### src/rtl/wb_arbiter_pkg.sv
// wb_arbiter_pkg: core writeback constants and request type, shared with the register file.
package wb_arbiter_pkg;
  localparam int REG_ADDR_W = 5;
  localparam int XLEN       = 32;
  localparam int NUM_WB_SRC = 3;
  typedef struct packed {
    logic                  valid;
    logic [REG_ADDR_W-1:0] rd;
    logic [XLEN-1:0]       data;
  } wb_req_t;
endpackage

### src/rtl/wb_arbiter_rr_arbiter.sv
// rr_arbiter: combinational N-way round-robin pick starting after i_last; reusable for other shared ports.
module rr_arbiter #(
  parameter int N = 3
) (
  input  logic [N-1:0]         i_req,
  input  logic                 i_en,
  input  logic [$clog2(N)-1:0] i_last,
  output logic [N-1:0]         o_grant,
  output logic [$clog2(N)-1:0] o_idx,
  output logic                 o_any
);
  localparam int IW = $clog2(N);
  logic w_hit;
  // Walk the ring from last+1; the first requester found wins.
  always_comb begin
    logic [IW-1:0] c;
    o_idx = '0;
    w_hit = 1'b0;
    c = i_last;
    for (int k = 0; k < N; k++) begin
      c = (c == IW'(N - 1)) ? '0 : c + IW'(1);
      if (!w_hit && i_req[c]) begin
        o_idx = c;
        w_hit = 1'b1;
      end
    end
  end
  assign o_any   = w_hit & i_en;
  assign o_grant = o_any ? N'(1) << o_idx : '0;
endmodule

### src/rtl/wb_arbiter.sv
// wb_arbiter: round-robin sharing of the register file write port among writeback sources,
// with a one-cycle staged write that also serves as a bypass source.
module wb_arbiter import wb_arbiter_pkg::*; #(
  parameter int NUM_SRC = NUM_WB_SRC,
  parameter int WIDTH   = XLEN,
  parameter int ADDR_W  = REG_ADDR_W
) (
  input  logic                        clk,
  input  logic                        reset_n,
  input  logic [NUM_SRC-1:0]          req_valid,
  input  logic [NUM_SRC*ADDR_W-1:0]   req_rd,
  input  logic [NUM_SRC*WIDTH-1:0]    req_data,
  output logic [NUM_SRC-1:0]          req_ready,
  input  logic                        wb_hold,
  output logic                        reg_write,
  output logic [ADDR_W-1:0]           waddr,
  output logic [WIDTH-1:0]            wdata,
  output logic [$clog2(NUM_SRC)-1:0]  grant_idx
);
  localparam int IW = $clog2(NUM_SRC);
  logic [NUM_SRC-1:0] w_grant;
  logic [IW-1:0]      w_idx;
  logic               w_fire;
  logic               w_en;
  logic [ADDR_W-1:0]  w_rd;
  logic [WIDTH-1:0]   w_data;
  logic               r_we;
  logic [ADDR_W-1:0]  r_addr;
  logic [WIDTH-1:0]   r_data;
  logic [IW-1:0]      r_idx;
  logic [IW-1:0]      r_last;
  // Reset gates grants combinationally so nothing transfers while reset_n is low.
  assign w_en = ~wb_hold & reset_n;
  rr_arbiter #(.N(NUM_SRC)) u_rr (
    .i_req   (req_valid),
    .i_en    (w_en),
    .i_last  (r_last),
    .o_grant (w_grant),
    .o_idx   (w_idx),
    .o_any   (w_fire)
  );
  always_comb begin
    w_rd   = '0;
    w_data = '0;
    for (int i = 0; i < NUM_SRC; i++)
      if (w_grant[i]) begin
        w_rd   = req_rd[i*ADDR_W +: ADDR_W];
        w_data = req_data[i*WIDTH +: WIDTH];
      end
  end
  // Writes to x0 are consumed and advance the pointer but never strobe the register file.
  always_ff @(posedge clk or negedge reset_n)
    if (!reset_n) begin
      r_we   <= 1'b0;
      r_addr <= '0;
      r_data <= '0;
      r_idx  <= '0;
      r_last <= IW'(NUM_SRC - 1);
    end else begin
      r_we <= w_fire && (w_rd != '0);
      if (w_fire) begin
        r_addr <= w_rd;
        r_data <= w_data;
        r_idx  <= w_idx;
        r_last <= w_idx;
      end
    end
  assign req_ready = w_grant;
  assign reg_write = r_we;
  assign waddr     = r_addr;
  assign wdata     = r_data;
  assign grant_idx = r_idx;
endmodule

### config.mk
export PLATFORM = sky130hd
export DESIGN_NAME = wb_arbiter
export DESIGN_NICKNAME = d
export VERILOG_FILES = /design/src/rtl/wb_arbiter_pkg.sv /design/src/rtl/wb_arbiter_rr_arbiter.sv /design/src/rtl/wb_arbiter.sv
export SDC_FILE = /design/constraint.sdc
export NUM_CORES = 1
export LEC_CHECK = 0
export BUFFER_PORTS_ARGS = -buffer_cell sky130_fd_sc_hd__buf_2
export CAP_MARGIN = 20
export CORE_ASPECT_RATIO = 0.9
export CORE_MARGIN = 8
export CORE_UTILIZATION = 45
export DETAILED_ROUTE_END_ITERATION = 10
export HOLD_SLACK_MARGIN = 0.12
export PLACE_DENSITY_LB_ADDON = 0.2
export SYNTH_ARGS = -nofsm -noshare
export SYNTH_HDL_FRONTEND = slang
export SYNTH_HIERARCHICAL = 1
export SYNTH_SLANG_ARGS = --single-unit
### constraint.sdc
create_clock -name clk -period 4.5 [get_ports clk]
set_input_delay 0.45 -clock clk [delete_from_list [all_inputs] [get_ports clk]]
set_output_delay 0.45 -clock clk [all_outputs]
set_load 0.02 [all_outputs]
### Word level (Yosys, flattened, before mapping)

Cells that the tools add are included.

| storage, ports and cells | value |
|---|---|
| register bits after elaboration | 42 |
| input port bits | 117 |
| output and inout port bits | 43 |
| logic and storage cells | 46 |

| cells by class | value |
|---|---|
| add/sub/neg operators | 3 |
| order comparisons | 3 |
| eq/ne operators | 3 |
| shift operators | 1 |
| multiplexer cells | 22 |
| bitwise gates (word level) | 3 |
| reductions and logical operators | 6 |

Operator list:

| kind | number |
|---|---|
| 2-to-1 mux 32 bit | 3 |
| 2-to-1 mux 5 bit | 3 |
| 2-to-1 mux 2 bit | 6 |
| less-than comparator 2 x 3 -> 1 bit (second input constant) | 3 |
| adder 2 x 1 -> 2 bit (second input constant) | 3 |
| binary-select mux 1 bit (select 2 bit) | 3 |
| equality test 2 bit (second input constant) | 3 |
| 2-to-1 mux 1 bit | 6 |
| nonzero test 5 bit | 1 |
| logical AND 1 bit | 3 |
| 2-to-1 mux 3 bit | 1 |
| left shift 1 x 2 -> 3 bit (first input constant) | 1 |
| bitwise AND 1 bit | 2 |
| logical NOT 1 bit | 2 |
| NOT 1 bit | 1 |

### Depth between registers and ports, before layout

| depth | value |
|---|---|
| word-level depth | 18 |
| mapped depth | 9 |
| depth with buffers taken out | 7 |

### Hierarchy

The synthesis kept the hierarchy.

Modules (own cells, without submodules):

| module | instances | cells an instance | area an instance (um^2) | seq. area each (um^2) |
|---|---|---|---|---|
| wb_arbiter | 1 | 225 | 2249.7 | 1027.2 |
| rr_arbiter | 1 | 11 | 80.1 | 0.0 |

### Least setup slack after synthesis

Ideal clock, no wire load.

| path | value |
|---|---|
| kind | input port to flip-flop |
| start | input req_valid[1] |
| end | register r_we, in the netlist reg_write |
| setup time | 119 ps |
| arrival time | 2040 ps |
| required time | 4381 ps |
| path slack | 2341 ps |
| stages on the path | 8 |
| buffers on the path | 1 |
| cells stage by stage | nor2b_4 o22ai_1 and3_1 buf_4 nor2b_1 a21oi_1 or4_1 o21a_1 |

| between the ends | value |
|---|---|
| elaborated cells between the ends (all ways) | 24 |
| those cells by class | 1 x shift; 16 x mux; 1 x bitwise; 6 x reduce/logical |

RTL lines:

| element | line | RTL |
|---|---|---|
| start, declared | wb_arbiter.sv:10 | `input logic [NUM_SRC-1:0] req_valid,` |
| binary-select mux 1 bit (select 2 bit) | wb_arbiter_rr_arbiter.sv:22 | `if (!w_hit && i_req[c]) begin` |
| 2-to-1 mux 1 bit (not written as such) | wb_arbiter_rr_arbiter.sv:22 |  |
| 2-to-1 mux 1 bit | wb_arbiter_rr_arbiter.sv:22 |  |
| logical NOT 1 bit | wb_arbiter_rr_arbiter.sv:22 |  |
| logical AND 1 bit | wb_arbiter_rr_arbiter.sv:22 |  |
| 2-to-1 mux 1 bit | wb_arbiter_rr_arbiter.sv:22 |  |
| logical NOT 1 bit | wb_arbiter_rr_arbiter.sv:22 |  |
| logical AND 1 bit | wb_arbiter_rr_arbiter.sv:22 |  |
| 2-to-1 mux 2 bit or 2-to-1 mux 1 bit (tied branches) | wb_arbiter_rr_arbiter.sv:22 |  |
| left shift 1 x 2 -> 3 bit or bitwise AND 1 bit (tied branches) | wb_arbiter_rr_arbiter.sv:29, wb_arbiter_rr_arbiter.sv:28 |  |
| 2-to-1 mux 3 bit * | wb_arbiter_rr_arbiter.sv:29 | `assign o_grant = o_any ? N'(1) << o_idx : '0;` |
| via req_ready[2] | wb_arbiter.sv:13 | `output logic [NUM_SRC-1:0] req_ready,` |
| 2-to-1 mux 5 bit * | wb_arbiter.sv:46 | `if (w_grant[i]) begin` |
| nonzero test 5 bit * | wb_arbiter.sv:60 | `r_we <= w_fire && (w_rd != '0);` |
| logical AND 1 bit * | wb_arbiter.sv:60 |  |
| end signal, assigned | wb_arbiter.sv:60 |  |
| end, declared | wb_arbiter.sv:27 | `logic r_we;` |

The timed path passes the listed nets; every way through them passes the cells marked *. The select of a mux whose other input is x is not followed.
A chain may end at the register's enable or synchronous reset.

### Final worst setup path

| path | value |
|---|---|
| start | register r_last[1] |
| end | register r_we, in the netlist reg_write |

| between the ends | value |
|---|---|
| longest elaborated chain between the ends | 18 |
| elaborated cells between the ends (all ways) | 33 |
| those cells by class | 3 x add/sub; 3 x eq/ne; 1 x shift; 19 x mux; 1 x bitwise; 6 x reduce/logical |

RTL lines:

| element | line | RTL |
|---|---|---|
| start, declared | wb_arbiter.sv:31 | `logic [IW-1:0] r_last;` |
| start signal, assigned | wb_arbiter.sv:58 | `r_last <= IW'(NUM_SRC - 1);` |
| start signal, assigned | wb_arbiter.sv:65 | `r_last <= w_idx;` |
| adder 2 x 1 -> 2 bit or equality test 2 bit (tied branches) | wb_arbiter_rr_arbiter.sv:21 | `c = (c == IW'(N - 1)) ? '0 : c + IW'(1);` |
| 2-to-1 mux 2 bit * | wb_arbiter_rr_arbiter.sv:21 |  |
| branches (longest 15 deep; another with adder 2 x 1 -> 2 bit) | - |  |
| logical AND 1 bit * | wb_arbiter.sv:60 |  |

Mark *: on every way between the ends. The select of a mux whose other input is x is not followed.

==> metrics.md <==
| Metric | Value |
|---|---|
| Status | completed |
| # diodes | 0 |
| Post-Synth Adder-Cell Area | 0% |
| Critical Path End Type | register |
| Register area share after synthesis | 44.1% |
| CTS tree | done |
| Total wire length | 7380 µm |
| Residual DRC | 0 |
| Clk pin slew, worst setup/hold paths | 0.08 ns |
| Critical path arrival | 3.07 ns |
| Number of buffers added for setup after CTS | 0 |
| Slew HR | 31.1% |
| Syn-to-layout area delta | 39.0% |
| CP cell instances | nor2b_1 > o22ai_1 > and3_1 > buf_4 > nand3b_1 > a21oi_1 > or4_1 > o21a_1 |
| Initial antenna violation count | 0 |
| Max-cap violations | 0 |
| Clock Path Buffers | 2 |
| Nets | about 500 |
| Lkg Pwr | 1.70 nW |
| Iteration-0 DRC Markers | 70 |
| Design Power | between 1 and 1.5 mW |
| Port bufs | between 150 and 200 |
| Final Cycle Share | between 60% and 70% |
| Row cnt | 25 |
| Yosys cell types | 25 |
| HP Class | in2async |
| Post-synthesis mux area share | 18.4% |
| Full die area | 0.00774 mm² |
| R2R depth | 8 |
| Setup TNS | 0 ns |
| Final setup viols | 0 |
| Grt ovf | 0 |
| Worst-Skew Late Latency | 0.29 ns |
| Cts bufs inserted | 5 |
| Yosys reg bits | 41 |
| Total iterations of the first detailed-routing run | 4 |
| Pwr Density | approximately 310 mW/mm² |
| CP required | 4.67 ns |
| HPWL after DPL | roughly 5600 µm |
| Clock root buffer | clkbuf_8 |
| Routed via count | 2,353 |
| Post-synth top cells | dfrtp_1, mux2_2, nand2_1 |
| # resized after CTS | 0 |
| Mapped Cells | 236 |
| Initial Util | 45.4% |
| Largest net degree at the start of global routing | 43 |
| Peak VDD IR | roughly 0.17 mV |
| IO Pins | 160 |
| Avg Cell Area, Syn | 9.87 µm² |
| Die height | about 84 µm |
| Area leader, netlist | dfrtp_1 |
| RePlAce Congestion | 0.720 |
| H-tree depth | 2 |
| Syn Std Cell Area | 0.00233 mm² |
| XOR/XNOR share of the synthesized area | 0% |
| Wire per inst | 16.4 µm |
| Worst clock skew | 0.00664 ns |
| Fmax | 0.345 GHz |
| Vias in the first global route | 2,516 |
| Number of flops mapped to enable cells by yosys | 0 |
| Final hold viol count | 0 |
| Max-slew violation count | 0 |
| Ys async rst share | 100% |
| Synth Area in Simple Gates | 10.8% |
| Worst Setup Path Type | reg2reg |
| Core area | 0.00513 mm² |
| First-pass GRT wire length | 12,000 µm |
| Largest fanout on the critical path | 25 |
| Slowest Stage Delay on Critical Path | 0.69 ns |
| RSZ-0062 raised after global routing | false |
| CTS Sinks | 41 |
| Ys Warns | 6 |
| Ys flop type | dfrtp_1 |
| Gr usage total | 18.6% |
| Vias/cell | 5.22 |
| Synth top area share | ~43% |
| Post-synthesis compound-gate area fraction | 21.7% |
| Main combinational cell family by area after synthesis | compound AO/OA/AOI/OAI gates |
| Post-route ant nets | 0 |
| Synthesized Nets | 353 |
| Area contributors post-synth | dfrtp_1, mux2_2, a22oi_1 |
| Share of layout cells above drive strength 1 | 55.7% |
| Element type at the critical path start | register |
| Slowest CP cell | and3_1 |
| Tmin final | 2.90 ns |
| Cell with the most instances after synthesis | dfrtp_1 |
| Cts hold-fix bufs | 0 |
| Worst slew pin tran | approximately 1.0 ns |
| Die width | 91.8 µm |
==> sequential cells by signal, indices dropped and copies added (netlist names) <==
register / flops
grant_idx: 2
r_last: 1
reg_write: 1
waddr: 5
wdata: 32
==> power by group <==
part	leakage, nW	switching [mW]	internal (mW)
sequential	0.551	0.0262	0.415
clock	0.0540	0.119	0.161
combinational	1.10	0.162	0.130
total	1.70	0.308	0.706
==> layout by cell type (no fill, tap or decap), types with 4 or more instances in the layout <==
cell type	count
clkbuf_8	5
o21ai_0	22
a22oi_1	33
o21ai_1	13
nand2_1	34
dfrtp_1	40
buf_4	4
nand3b_1	4
mux2_2	38
buf_2	159
nor2b_1	6
a21oi_1	7
==> worst paths after layout <==
| kind | start | to | slack (ns) |
|---|---|---|---|
| setup / recovery | r_last[1]$_DFFE_PN1P_ | reg_write$_DFF_PN0_ | 1.60 |
| hold / removal | reset_n | wdata[13]$_DFFE_PN0P_ | 0.29 |
| setup reg to reg | r_last[1]$_DFFE_PN1P_ | reg_write$_DFF_PN0_ | 1.60 |
| hold reg to reg | wdata[26]$_DFFE_PN0P_ | wdata[26]$_DFFE_PN0P_ | 0.51 |
| max in group asynchronous | reset_n | r_last[1]$_DFFE_PN1P_ | 3.83 |
| min in group clk | req_data[65] | wdata[1]$_DFFE_PN0P_ | 0.49 |
==> metrics by stage <==
step	hold WS (ns)	area [µm²]	utilization (%)	worst slack [ns]	cells
after floorplan	0.154	2330	-	2.34	236
after global placement	0.485	3130	61.1	1.62	444
final	0.289	3240	63.1	1.60	451
after global routing	0.322	3240	63.1	1.41	451
after CTS	0.303	3240	63.1	1.64	451
after detailed placement	0.490	3130	61.1	1.56	444
==> critical path: cells and delay by family, from the launching register on <==
family,cells,cell delay [ns]
AO/OA/AOI/OAI,3,0.39
buffers and inverters,1,0.40
flip-flops,1,0.57
AND/OR/NAND/NOR,4,1.41
==> logic make-up after synthesis <==
| family | count (synthesis) |
|---|---|
| compound gates | 81 |
| simple gates | 52 |
| flops | 41 |
| mux | 38 |
| buf+inv | 24 |
==> layout make-up <==
| class | instances | area [µm²] |
|---|---|---|
| fillers | 461 | 1890 |
| repair buffers | 163 | 826 |
| clock buffers | 5 | 68.8 |
| clock inverters | 2 | 35.0 |
| inverters | 2 | 7.51 |
| well taps | 67 | 83.8 |
| multi-input cells | 171 | 1190 |
| flip-flops and latches | 41 | 1030 |
==> routing by layer <==
layer,vias to the layer above,part of all wire [%],global-route usage (%)
li1,1144,-,-
met1,1110,41,21.8
met2,93,50,31.5
met3,6,8.6,6.60
met4,0,0.83,4.53
met5,-,0,0
(Power assumes the default switching activity.)
